===== src/rtl/booth_mult_arbiter.sv =====
// booth_mult_arbiter
//   Shares one Booth multiplier among NREQ requesters. A round-robin grant
//   picks a requester, its operands are latched onto the multiplier, start
//   is pulsed for one cycle, and after MUL_LAT wait cycles the signed product
//   is captured and returned tagged with the requester id. Only one
//   operation is in flight at a time.
//
//   Parameters
//     NB       operand width (must match the multiplier)
//     NREQ     number of requesters, 2..8
//     MUL_LAT  wait cycles after the start edge before capture (>= NB/2+1)
//
//   Ports
//     clk, rst_n          clock (rising edge), async active-low reset
//     req_valid/req_ready per-requester request handshake (ready is comb.)
//     req_a, req_b        flattened operands, requester i at [i*NB +: NB]
//     rsp_valid/rsp_ready per-requester response handshake (valid one-hot)
//     rsp_product, rsp_id shared signed product and owning requester index
//     mul_start, mul_a/b  registered drive to the multiplier
//     mul_product         product from the multiplier
//
//   Optional build macro
//     BOOTH_ARB_ZERO_BYPASS_EN  a granted operation with a zero operand goes
//                               straight to the response with product 0,
//                               leaving the multiplier untouched.

module booth_mult_arbiter #(
  parameter int NB      = 8,
  parameter int NREQ    = 4,
  parameter int MUL_LAT = NB / 2 + 1
) (
  input  logic                      clk,
  input  logic                      rst_n,
  input  logic [NREQ-1:0]           req_valid,
  output logic [NREQ-1:0]           req_ready,
  input  logic [NREQ*NB-1:0]        req_a,
  input  logic [NREQ*NB-1:0]        req_b,
  output logic [NREQ-1:0]           rsp_valid,
  input  logic [NREQ-1:0]           rsp_ready,
  output logic [2*NB-1:0]           rsp_product,
  output logic [$clog2(NREQ)-1:0]   rsp_id,
  output logic                      mul_start,
  output logic [NB-1:0]             mul_a,
  output logic [NB-1:0]             mul_b,
  input  logic [2*NB-1:0]           mul_product
);

  localparam int IDW = $clog2(NREQ);
  localparam int CW  = $clog2(MUL_LAT + 1);

  typedef enum logic [1:0] {
    S_IDLE,
    S_START,
    S_WAIT,
    S_RESP
  } state_t;

  state_t           state;
  state_t           state_nxt;
  logic [IDW-1:0]   rr_ptr;
  logic [IDW-1:0]   id_q;
  logic [CW-1:0]    cnt;

  logic             grant_any;
  logic [IDW-1:0]   grant_id;
  logic [NB-1:0]    grant_a;
  logic [NB-1:0]    grant_b;
  logic             grant_zero;

  logic             load_op;
  logic             bypass_op;
  logic             capture;
  logic             complete;

  function automatic logic [NREQ-1:0] onehot(input logic [IDW-1:0] i);
    logic [NREQ-1:0] v;
    v    = '0;
    v[i] = 1'b1;
    return v;
  endfunction

  // First valid requester at or after rr_ptr, wrapping around.
  always_comb begin : grant_search
    int unsigned    idx;
    logic [IDW-1:0] idx_w;
    grant_any = 1'b0;
    grant_id  = '0;
    idx       = 0;
    idx_w     = '0;
    for (int unsigned k = 0; k < NREQ; k++) begin
      idx   = (32'(rr_ptr) + k) % NREQ;
      idx_w = IDW'(idx);
      if (!grant_any && req_valid[idx_w]) begin
        grant_any = 1'b1;
        grant_id  = idx_w;
      end
    end
  end

  assign grant_a = req_a[int'(grant_id) * NB +: NB];
  assign grant_b = req_b[int'(grant_id) * NB +: NB];

`ifdef BOOTH_ARB_ZERO_BYPASS_EN
  assign grant_zero = (grant_a == '0) || (grant_b == '0);
`else
  assign grant_zero = 1'b0;
`endif

  always_comb begin : fsm_next
    state_nxt = state;
    req_ready = '0;
    load_op   = 1'b0;
    bypass_op = 1'b0;
    capture   = 1'b0;
    complete  = 1'b0;
    case (state)
      S_IDLE: begin
        if (grant_any) begin
          req_ready = onehot(grant_id);
          if (grant_zero) begin
            bypass_op = 1'b1;
            state_nxt = S_RESP;
          end else begin
            load_op   = 1'b1;
            state_nxt = S_START;
          end
        end
      end
      S_START: state_nxt = S_WAIT;
      S_WAIT: begin
        if (cnt == CW'(1)) begin
          capture   = 1'b1;
          state_nxt = S_RESP;
        end
      end
      S_RESP: begin
        // Only the owning requester's rsp_ready completes the response.
        if (rsp_ready[rsp_id]) begin
          complete  = 1'b1;
          state_nxt = S_IDLE;
        end
      end
      default: state_nxt = S_IDLE;
    endcase
  end

  always_ff @(posedge clk or negedge rst_n) begin : fsm_state
    if (!rst_n) state <= S_IDLE;
    else        state <= state_nxt;
  end

  always_ff @(posedge clk or negedge rst_n) begin : datapath
    if (!rst_n) begin
      rr_ptr      <= '0;
      id_q        <= '0;
      cnt         <= '0;
      mul_start   <= 1'b0;
      mul_a       <= '0;
      mul_b       <= '0;
      rsp_valid   <= '0;
      rsp_product <= '0;
      rsp_id      <= '0;
    end else begin
      // Start is high exactly for the START cycle.
      mul_start <= load_op;
      if (load_op) begin
        mul_a <= grant_a;
        mul_b <= grant_b;
        id_q  <= grant_id;
      end
      if (state == S_START)     cnt <= CW'(MUL_LAT);
      else if (state == S_WAIT) cnt <= cnt - 1'b1;
      if (capture) begin
        rsp_product <= mul_product;
        rsp_id      <= id_q;
        rsp_valid   <= onehot(id_q);
      end
      if (bypass_op) begin
        id_q        <= grant_id;
        rsp_product <= '0;
        rsp_id      <= grant_id;
        rsp_valid   <= onehot(grant_id);
      end
      if (complete) begin
        rsp_valid <= '0;
        rr_ptr    <= (rsp_id == IDW'(NREQ - 1)) ? '0 : rsp_id + 1'b1;
      end
    end
  end

endmodule


===== config.mk =====
export PLATFORM = sky130hd
export DESIGN_NAME = booth_mult_arbiter
export DESIGN_NICKNAME = d
export VERILOG_FILES = /design/src/rtl/booth_mult_arbiter.sv
export SDC_FILE = /design/constraint.sdc
export NUM_CORES = 1
export LEC_CHECK = 0
export BUFFER_PORTS_ARGS = -buffer_cell sky130_fd_sc_hd__buf_2
export CAP_MARGIN = 10
export CORE_MARGIN = 2
export CORE_UTILIZATION = 50
export CTS_CLUSTER_SIZE = 16
export DETAILED_ROUTE_END_ITERATION = 10
export PLACE_DENSITY_LB_ADDON = 0.12
export SLEW_MARGIN = 15
export SYNTH_ARGS = -nofsm -noshare
export SYNTH_HDL_FRONTEND = slang
export SYNTH_SLANG_ARGS = --single-unit

===== constraint.sdc =====
create_clock -name clk -period 3.4 [get_ports clk]
set_clock_uncertainty 0.2 [all_clocks]
set_input_delay 0.51 -clock clk [delete_from_list [all_inputs] [get_ports clk]]
set_output_delay 0.51 -clock clk [all_outputs]
set_load 0.02 [all_outputs]

# == After elaboration in Yosys (flattened, before gate mapping) ==
# Index checks and enable logic that the tools add are counted.
# totals
regBits,48
latch_bits,0
mem_bits_rw,0
rom_bits,0
inputBits,90
output_inout_bits,43
word_cells,85
n_memories,0
# classes
addsub,5
n_mul,0
div_mod_pow,0
order_cmp,9
eq_ne,8
shifts,2
mux,39
bitwise_logic,0
n_reduce_logical,12
# ops
cell,count
$shiftx 32x6->8,2
$lt 2x3->1 const B,7
$mux 1,17
$mux 2,8
$mux 4,4
$bmux 1 s2,5
$pmux 2 s4,1
$eq 2x2->1 const B,3
$mux 3,2
$ne 2x2->1 const B,3
$logic_and 1x1->1,5
$add 2x1->2 const B,2
$add 2x2->2 const B,2
$demux 1 s2,2
$ge 2x1->1 const B,2
$reduce_bool 2->1,2
$eq 3x1->1 const B,1
$logic_not 1->1,3
$reduce_and 3->1,1
$sub 3x1->3 const B,1
$eq 2x1->1 const B,1
$logic_not 2->1,1

# == Longest topological paths before layout ==
# depth
depth_word,18
mapped_depth,9
depth_no_buf,7

# == Worst setup path after synthesis ==
# OpenSTA, ideal clock, no wires.
# synth_timing
kind,input-to-output
startpoint,input req_valid[2]
endpoint,output req_ready[1]
arrival_time_ns,1.883
setup_slack_ns,0.807
cell_stages,6
path_cell_list,mux2i_1 nor2_2 a311o_1 buf_6 buf_6 nor3_1
# synth_between
elab_chain_cells,18
# synth_rtl
element,line,text
from (decl),34,"input logic [NREQ-1:0] req_valid,"
$bmux 1 s2,93,if (!grant_any && req_valid[idx_w]) begin
$mux 1 (not written as such),93,
$mux 1,93,
$logic_not 1->1,93,
$logic_and 1x1->1,93,
$mux 1,93,
$logic_not 1->1,93,
$logic_and 1x1->1,93,
[... 2 more ...],--,
$logic_and 1x1->1,93,
$mux 2,93,
$lt 2x3->1 (not written as such) or $ge 2x1->1 (tied branches),78,v[i] = 1'b1;
$logic_and 1x1->1 (not written as such),78,
$mux 1 (not written as such),78,
$demux 1 s2,78,
$mux 4 (*),118,if (grant_any) begin
$mux 4 (*),116,case (state)
to (decl),35,"output logic [NREQ-1:0] req_ready,"
# Every way passes the cells marked *; elsewhere a longest branch is shown, timed or not. The select of a mux whose other input is x is not followed.

# == Final worst setup path ==
# layout_timing
startpoint,register rr_ptr[1]
endpoint,output req_ready[2]
# layout_between
elab_chain_cells,18
# layout_rtl
element,line,text
from (decl),60,logic [IDW-1:0] rr_ptr;
from (signal assigned),186,rr_ptr <= (rsp_id == IDW'(NREQ - 1)) ? '0 : rsp_id + 1'b1;
branches (longest 16 deep; another with $lt 2x3->1),--,
$mux 4 (*),118,
$mux 4 (*),116,
# Every way passes the cells marked *. The select of a mux whose other input is x is not followed.

==> impl_metrics.json <==
{
  "wl_met3_um": 371,
  "port_buffers": 132,
  "startpoint_type": "flop",
  "grt_pass1_vias": 2226,
  "grt_max_degree": 49,
  "grt_use_total_pct": 21.2,
  "leakagePower_nw": 1.73,
  "rsz0062_at_grt": "no",
  "layout-area-overhead-vs-synth_pct": 28.0,
  "place_area_sq_mm": 0.00341,
  "fillers": 462,
  "stdcell_area_sq_mm": 0.00352,
  "ant_nets": 0,
  "synth.distinct_cells": 38,
  "ys_ff_latch": 48,
  "antenna_found_initial": 0,
  "run_status": "completed",
  "die_area_sq_mm": 0.00611,
  "yosysSeqAreaShare_pct": 43.6,
  "wl_met2_mm": 3.10,
  "die_h_um": 78.2,
  "required_ns": 2.69,
  "cp.arrival_ns": 2.47,
  "setup_ws_ns": 0.220,
  "avgSynthCellArea_sq_um": 11.1,
  "wl_met1_mm": 2.81,
  "cts_tree": "yes",
  "worst_pin_slew_ns": 0.683,
  "routedWlPerCell_um": 14.2,
  "hold_viol": 0,
  "dp_cells": 441,
  "yosysWarnings": 0,
  "finalSetupViolCount": 0,
  "first_pass_iters": 4,
  "power_density_mw_per_mm2": 875,
  "insertion_delay_ns": 0.30,
  "place_congestion": 0.784,
  "cts.clk_slew.worst_paths_ns": 0.08,
  "cts_setup_buffers": 0,
  "io_pins": 133,
  "fin_nets": 473,
  "cts.path.max_buffers": 2,
  "max_slew_margin_pct": 54.4,
  "design.core.area_sq_mm": 0.00541,
  "cts.sinks": 48,
  "critPathKind": "reg -> out",
  "ctsRootBufferMaster": "clkbuf_8",
  "maxUsedRoutingLayer": "met4",
  "fmax_mhz": 314,
  "vias": 2340,
  "finalMaxSlewViolations": 0,
  "cp-end-kind": "output pin",
  "ir_drop_uv": 451,
  "num_antenna_cells": 0,
  "pre_cts_ws_ns": 0.380,
  "cts-htree-levels": 2,
  "grt-ovfl-total": 0,
  "finalCritPeriodShare_pct": 93.5,
  "cap_violations": 0,
  "initialDrtViolationCount": 118,
  "syn-num-nets": 346,
  "wirelength_mm": 6.37,
  "layout.area.seq_sq_mm": 0.00120,
  "synthCells": 249,
  "die_x_um": 78.2,
  "grt_first_pass_wirelength_mm": 10.3,
  "rr_worst_depth": 6,
  "stdcell_count": 449,
  "crit_path_max_fanout": 17,
  "period_needed_ns": 3.18,
  "multi_input_area_sq_mm": 0.00141,
  "tns_ns": 0,
  "synth_top_area_share_pct": 43.6,
  "dp_hpwl_mm": 4.71,
  "vias_per_cell": 5.21,
  "synth_top_area_cell": "dfrtp_1",
  "drc": 0,
  "worstHoldPathType": "in -> async",
  "drive_gt1_share_pct": 47.7,
  "synth.area.top_cells": "dfrtp_1 (44%), a211oi_2 (12%), mux2i_1 (6.2%)",
  "numCtsBuffers": 5,
  "fp-row-count": 27,
  "start_util_pct": 50.9,
  "utilization_pct": 65.2,
  "synth_area_sq_mm": 0.00275
}
[Yosys cell counts]
library cell,count
a211oi_1,6
nand2b_1,3
inv_4,1
inv_1,6
mux2i_1,17
nand3b_1,2
a21oi_1,6
nand2_1,24
a221oi_1,1
o21ai_1,2
buf_8,1
dfrtp_1,48
a21oi_4,1
mux2_1,14
o32a_1,1
nand3_1,1
clkbuf_1,6
o21ai_0,2
buf_12,1
mux4_2,1
nor4_1,1
buf_4,1
mux2_2,5
a311o_1,1
buf_2,2
nor2_2,2
a211oi_2,26
nor2b_1,2
nor3b_1,2
o21a_1,2
nor2_1,26
and3b_1,1
o221ai_4,1
nor3_1,18
o22a_1,2
ha_1,7
buf_6,4
and2_1,2
[worst max-delay path: stages, from the launching register on]
cell and delay [ns]:
dfrtp_1 0.49, mux2i_1 0.17, nor2_2 0.54, a311o_2 0.53, nor2b_1 0.25, buf_2 0.20
[flip-flops by register name (all words and copies together) (netlist names)]
name / cells
id_q: 2
rsp_product: 16
cnt: 3
rsp_valid: 4
rr_ptr: 2
rsp_id: 2
mul_b: 8
mul_a: 8
state: 2
mul_start: 1
[report_power, final]
| part | switching (mW) | internal (mW) | total, mW |
|---|---|---|---|
| sequential | 0.174 | 0.856 | 1.03 |
| combinational | 0.998 | 0.654 | 1.65 |
| clock | 0.180 | 0.218 | 0.399 |
[metal layers]
| metal | vias to the layer above | track usage (%) |
|---|---|---|
| met5 | - | 0 |
| met4 | 0 | 6.49 |
| met3 | 7 | 4.25 |
| met2 | 71 | 35.7 |
| met1 | 1112 | 27.6 |
| li1 | 1150 | - |
[kinds of logic after synthesis]
family	after synthesis	share of synthesized area, %
AO/OA/AOI/OAI	51	19.0
adder cells (fa/ha/maj)	7	3.18
buffers and inverters	22	5.41
flip-flops	48	43.6
multiplexers	37	14.8
AND/OR/NAND/NOR	84	14.0
[area by class of cell]
cell class                 instances  share of cell area, %
sequential                        48                   34.1
tap                               72                   2.56
inverter                           7                  0.817
multi-input combinational        179                   40.0
clock buffer                       6                   2.06
timing repair buffer             135                   19.5
clock inverter                     2                  0.995
[worst paths after layout]
| kind | startpoint | end | slack (ns) |
|---|---|---|---|
| setup / recovery | rr_ptr[1] | req_ready[2] | 0.22 |
| hold / removal | rst_n | rsp_product[15] | 0.02 |
| setup reg to reg | rr_ptr[1] | mul_a[5] | 0.54 |
| hold reg to reg | rsp_product[0] | rsp_product[0] | 0.29 |
| max in group asynchronous | rst_n | mul_a[5] | 2.58 |
| min in group clk | mul_product[8] | rsp_product[8] | 0.22 |
[timing repair]
action / in CTS / in global routing
resized for setup: 0 / 1
hold buffers: 0 / 0
endpoints found under the setup margin: 0 / 1
[cells in the final DEF (no fill, tap or decap), types with 3 or more instances in the layout]
cell | Yosys | routed
buf_2 | 2 | 131
buf_4 | 1 | 4
nor2_1 | 26 | 26
ha_1 | 7 | 7
inv_1 | 6 | 6
dfrtp_1 | 48 | 48
a211oi_1 | 6 | 6
nor3_1 | 18 | 18
mux2_2 | 5 | 5
mux2_1 | 14 | 14
nand2b_1 | 3 | 3
nand2_1 | 24 | 24
mux2i_1 | 17 | 17
clkbuf_8 | 0 | 5
a211oi_2 | 26 | 26
a21oi_1 | 6 | 6
[stage by stage]
step | total power, mW | hold WS (ns)
4_1_cts | 3.12 | 0.214
3_3_place_gp | 2.66 | 0.270
6_report | 3.08 | 0.0207
3_5_place_dp | 2.71 | 0.276
2_1_floorplan | 2.27 | 0.0144
5_1_grt | 3.32 | 0.0613
No activity file was read; power rests on OpenSTA's default activity.
